### src/rtl/piso_pkg.sv
// Shared types and helpers for the parallel-in serial-out shifter.
package piso_pkg;

   typedef enum logic {
      IDLE  = 1'b0,
      SHIFT = 1'b1
   } piso_state_t;

   localparam int unsigned PISO_DEF_WIDTH = 4;

   // Bit-counter width; never narrower than one bit.
   function automatic int unsigned piso_cnt_width(input int unsigned width);
      return (width > 2) ? $clog2(width) : 1;
   endfunction

endpackage

### src/rtl/piso.sv
// Parallel-in serial-out shifter with a one-word holding register in front.
// Words enter on a valid/ready handshake, are serialized with per-bit valid and
// start-of-frame strobes, and stream gaplessly when the next word is already held.
module piso
   import piso_pkg::*;
#(
   parameter int unsigned WIDTH     = PISO_DEF_WIDTH,
   parameter bit          LSB_FIRST = 1'b0
) (
   input  logic             clk_i,
   input  logic             rst_n_i,
   input  logic             load_valid_i,
   output logic             load_ready_o,
   input  logic [WIDTH-1:0] data_i,
   input  logic             shift_en_i,
   output logic             data_o,
   output logic             valid_o,
   output logic             sof_o,
   output logic             busy_o
);

   localparam int unsigned    CW       = piso_cnt_width(WIDTH);
   localparam logic [CW-1:0] LAST_CNT = CW'(WIDTH - 1);

   piso_state_t      r_state, w_state_next;
   logic [WIDTH-1:0] r_sr, w_sr_next;
   logic [CW-1:0]    r_cnt, w_cnt_next;
   logic [WIDTH-1:0] r_hold, w_hold_next;
   logic             r_hold_full, w_hold_full_next;

   logic             w_accept;
   logic [WIDTH-1:0] w_sr_shifted;

   // Ready depends only on a flop, so there is no input-to-ready path.
   assign w_accept     = load_valid_i && !r_hold_full;
   assign w_sr_shifted = LSB_FIRST ? (r_sr >> 1) : (r_sr << 1);

   // Next-state: handshake into hold, hold->sr moves, and bit shifting.
   always_comb begin
      w_state_next     = r_state;
      w_sr_next        = r_sr;
      w_cnt_next       = r_cnt;
      w_hold_next      = r_hold;
      w_hold_full_next = r_hold_full;

      // Accept only happens with hold empty, so it never collides with a hold->sr move.
      if (w_accept) begin
         w_hold_next      = data_i;
         w_hold_full_next = 1'b1;
      end

      unique case (r_state)
         IDLE: begin
            if (r_hold_full) begin
               w_sr_next        = r_hold;
               w_cnt_next       = '0;
               w_hold_full_next = 1'b0;
               w_state_next     = SHIFT;
            end
         end
         SHIFT: begin
            if (shift_en_i) begin
               if (r_cnt != LAST_CNT) begin
                  w_sr_next  = w_sr_shifted;
                  w_cnt_next = r_cnt + 1'b1;
               end else if (r_hold_full) begin
                  // Back-to-back word: reload without leaving SHIFT.
                  w_sr_next        = r_hold;
                  w_cnt_next       = '0;
                  w_hold_full_next = 1'b0;
               end else begin
                  w_state_next = IDLE;
               end
            end
         end
         default: w_state_next = IDLE;
      endcase
   end

   // State registers; reset discards any partial word and the held word.
   always_ff @(posedge clk_i or negedge rst_n_i) begin
      if (!rst_n_i) begin
         r_state     <= IDLE;
         r_sr        <= '0;
         r_cnt       <= '0;
         r_hold      <= '0;
         r_hold_full <= 1'b0;
      end else begin
         r_state     <= w_state_next;
         r_sr        <= w_sr_next;
         r_cnt       <= w_cnt_next;
         r_hold      <= w_hold_next;
         r_hold_full <= w_hold_full_next;
      end
   end

   // Outputs decoded from flops only; data is forced low outside SHIFT.
   assign valid_o      = (r_state == SHIFT);
   assign data_o       = valid_o && (LSB_FIRST ? r_sr[0] : r_sr[WIDTH-1]);
   assign sof_o        = valid_o && (r_cnt == '0);
   assign busy_o       = valid_o || r_hold_full;
   assign load_ready_o = !r_hold_full;

endmodule

### config.mk
export PLATFORM = sky130hd
export DESIGN_NAME = piso
export DESIGN_NICKNAME = d
export VERILOG_FILES = /design/src/rtl/piso_pkg.sv /design/src/rtl/piso.sv
export SDC_FILE = /design/constraint.sdc
export NUM_CORES = 1
export LEC_CHECK = 0
export BUFFER_PORTS_ARGS = -buffer_cell sky130_fd_sc_hd__clkbuf_2
export CORE_MARGIN = 5
export CORE_UTILIZATION = 29
export CTS_CLUSTER_DIAMETER = 120
export DETAILED_ROUTE_END_ITERATION = 16
export PLACE_DENSITY_LB_ADDON = 0.25
export SYNTH_ARGS = -nofsm -noshare
export SYNTH_HDL_FRONTEND = slang
export SYNTH_SLANG_ARGS = --single-unit
### constraint.sdc
create_clock -name clk_i -period 4.3 [get_ports clk_i]
set_input_delay 0.86 -clock clk_i [delete_from_list [all_inputs] [get_ports clk_i]]
set_output_delay 0.86 -clock clk_i [all_outputs]
set_load 0.05 [all_outputs]
==> flow_summary.yaml <==
sta:
  worst_path_setup_slack_after_routing_ns: 2.11
  max_freq_mhz: 456
  final_min_period_over_clock_period_pct: 51.0
  fin_setup_tns_ns: 0
  number_of_failing_setup_endpoints_in_the_final_timing_report: 0
  final.setup_skew_ns: 0.000663
  max-slew-margin-rel_pct: 74.0
  finalHoldViolCount: 0
  final-max-slew-violation-count: 0
  grt_setup_unrepaired: "no"
  worst-slew-pin-transition_ns: 0.389
  min_period_ns: 2.19
grt:
  maximum_number_of_pins_on_one_net_before_global_route_repair: 13
  grt_first_pass_wirelength_um: 2060
  grt.total_usage_pct: 7.91
  antenna_found_initial: 0
  overflow: 0
  first_global_vias: 471
layout:
  final.fill_count: 227
  layout.cell_area.non_filler_um2: 763
  n_antenna_cell: 0
  drive_above_1_share_pct: 41.2
  flow.area_growth_from_synthesis_pct: 16.4
  fin_nets: 80
floorplanning:
  die_width_um: 57.5
  die_height_um: 57.5
  coreArea_um2: 2190
  initial_utilization_pct: 29.9
  std_cell_rows: 17
  floorplan.io_pins: 13
  fp.dieArea_um2: 3310
run:
  cap_violations: 0
status:
  outcome: "complete, no violations"
cts:
  cts_setup_buffers: 0
  cts_buffers: 3
  clock_tree_from_tritoncts: "done"
  cts_buffer_depth: 2
  insertion_delay_ns: 0.26
  path_clk_slew_ns: 0.07
  cts.repair.resized: 0
  cts_root_buffer: "clkbuf_4"
  htree_levels: 1
  cts.sinks: 12
  cts_hold_buf: 0
detailed_routing:
  drt_drc_violations_left: 0
  wirelength_um: 1120
  via_count: 434
  detail-route-antenna-nets: 0
  detail_route.first_pass.iterations: 3
  drt_iter0_drc: 1
  drt-vias-per-instance: 4.52
  wire_per_inst_um: 11.6
power:
  power.ir.vdd_worst_uv: 296
  leakage_power_nw: 0.378
  p_total_mw: 0.560
  power_density_nw_per_um2: 733
critical_path:
  worstSetupPathDepth: 2
  timing.critical_path.from: "r_hold_full"
  setup.worst_path.end: "busy_o"
  timing.critical_path.required_ns: 3.44
  r2r_start: "r_cnt[0]"
  worst-path-max-fanout: 11
  path_buf_inv: 1
  critPathKind: "reg -> out"
  reg2regPathDepth: 4
  cpPeakStageDelay_ns: 0.51
  crit_path_top_delay_cell: "dfrtp_1"
  worstSetupStartpointType: "flip-flop"
  reg2reg_setup_slack_ns: 2.65
  crit_chain: "or2_2, clkbuf_2"
  setup.worst_path.end_class: "output pin"
  cp_delay_by_family_top: "flip-flops"
  timing.rr.end: "r_sr[1]"
  cp.arrival_ns: 1.33
placed_design:
  dp_worst_setup_slack_ns: 2.39
  dpl_hpwl_um: 872
  place.gp.congestion: 0.709
  placement.io_buffers: 12
  post_dp_cell_area_um2: 741
logic_synthesis:
  synth.net_count: 65
  synth_enable_flop_cells: 0
  dominantRegCellSynth: "dfrtp_1"
  synth-seq-cells: 12
  synth_sequential_area_ratio_pct: 45.8
  ys_warn_count: 0
  synth_async_sr_flop_share_pct: 100
  post_synth_inst_count: 55
  syn-cell-area_um2: 656
  post_synth_num_cell_types: 23
  avgSynthCellArea_um2: 11.9
min_path:
  worstHoldPathType: "in -> async"
## report_power, final
part	leakage (nW)	total, mW	internal [mW]	switching, mW
Clock	0.0138	0.0652	0.0323	0.0329
Combinational	0.223	0.283	0.135	0.148
Sequential	0.141	0.212	0.165	0.0471
Total	0.378	0.560	0.332	0.228
## worst min-delay path by stage
stage,startpoint,end,cells past startpoint
floorplan,r_hold[0],r_hold[0],1
global placement,r_hold[0],r_hold[0],1
detailed placement,r_sr[1],r_sr[1],1
CTS,rst_n_i,r_hold[3],1
global route,rst_n_i,r_cnt[0],1
finish,rst_n_i,r_cnt[0],1
## per-stage QoR
| step | std cells | util (%) | hold WS, ns |
|---|---|---|---|
| 6_report | 96 | 34.8 | 0.477 |
| 5_1_grt | 96 | 34.8 | 0.484 |
| 4_1_cts | 96 | 34.8 | 0.477 |
| 3_5_place_dp | 93 | 33.8 | 0.500 |
| 3_3_place_gp | 93 | 33.8 | 0.490 |
| 2_1_floorplan | 55 | - | 0.472 |
## cells in the mapped netlist, types with 2 or more instances
cell type  instances  area (um2)
a22o_1             2        17.5
and2_1             2        12.5
buf_2              2        10.0
dfrtp_1           12         300
ha_1               2        25.0
inv_1              5        18.8
mux2_2             4        45.0
mux2_4             4        60.1
mux2i_1            2        20.0
nand2b_1           2        12.5
nor2b_1            2        12.5
o21ai_0            3        15.0
o22ai_1            2        12.5
or2_2              2        12.5
## per-layer routing
layer / global-route usage, % / part of all wire, % / vias to the layer above / wire length (um)
li1: - / - / 220 / -
met1: 10.3 / 49 / 202 / 549
met2: 11.6 / 44 / 12 / 493
met3: 4.52 / 6.7 / 0 / 75
met4: 0.993 / 0 / 0 / 0
met5: 0 / 0 / - / 0
## kinds of logic after synthesis
family                     count (synthesis)  share of synthesized area [%]
adders and majority gates                  2                           3.82
AOI/OAI and AO/OA                         12                           13.9
DFF                                       12                           45.8
buffers and inverters                      7                           4.39
and+or+nand+nor                           12                           13.0
muxes                                     10                           19.1
## cells in the final DEF (no fill, tap or decap), types with 2 or more instances in the layout
master and count:
a22o_1 2, and2_1 2, clkbuf_2 12, clkbuf_4 3, dfrtp_1 12, ha_1 2, inv_1 5, mux2_2 4
mux2_4 4, mux2i_1 2, nand2b_1 2, nor2b_1 2, o21ai_0 3, o22ai_1 2, or2_2 2
## state kept, by name, summed over array words and instances, names as in the netlist
signal,cells
r_hold_full,1
valid_o,1
r_hold,4
r_sr,4
r_cnt,2
## worst reg2reg max path, cell delays in order, from the launching register on
cell and delay, ns:
dfrtp_1 0.40, ha_1 0.26, nor2b_2 0.29, mux2_4 0.33, mux2_4 0.26
## final cells by class
class / instances / area, um2 / share of cell area (%)
Sequential cell: 12 / 300 / 39.3
Inverter: 5 / 18.8 / 2.46
Multi-Input combinational cell: 36 / 327 / 42.8
Tap cell: 28 / 35.0 / 4.59
Timing Repair Buffer: 12 / 60.1 / 7.87
Clock buffer: 3 / 22.5 / 2.95
(Power assumes the default switching activity.)
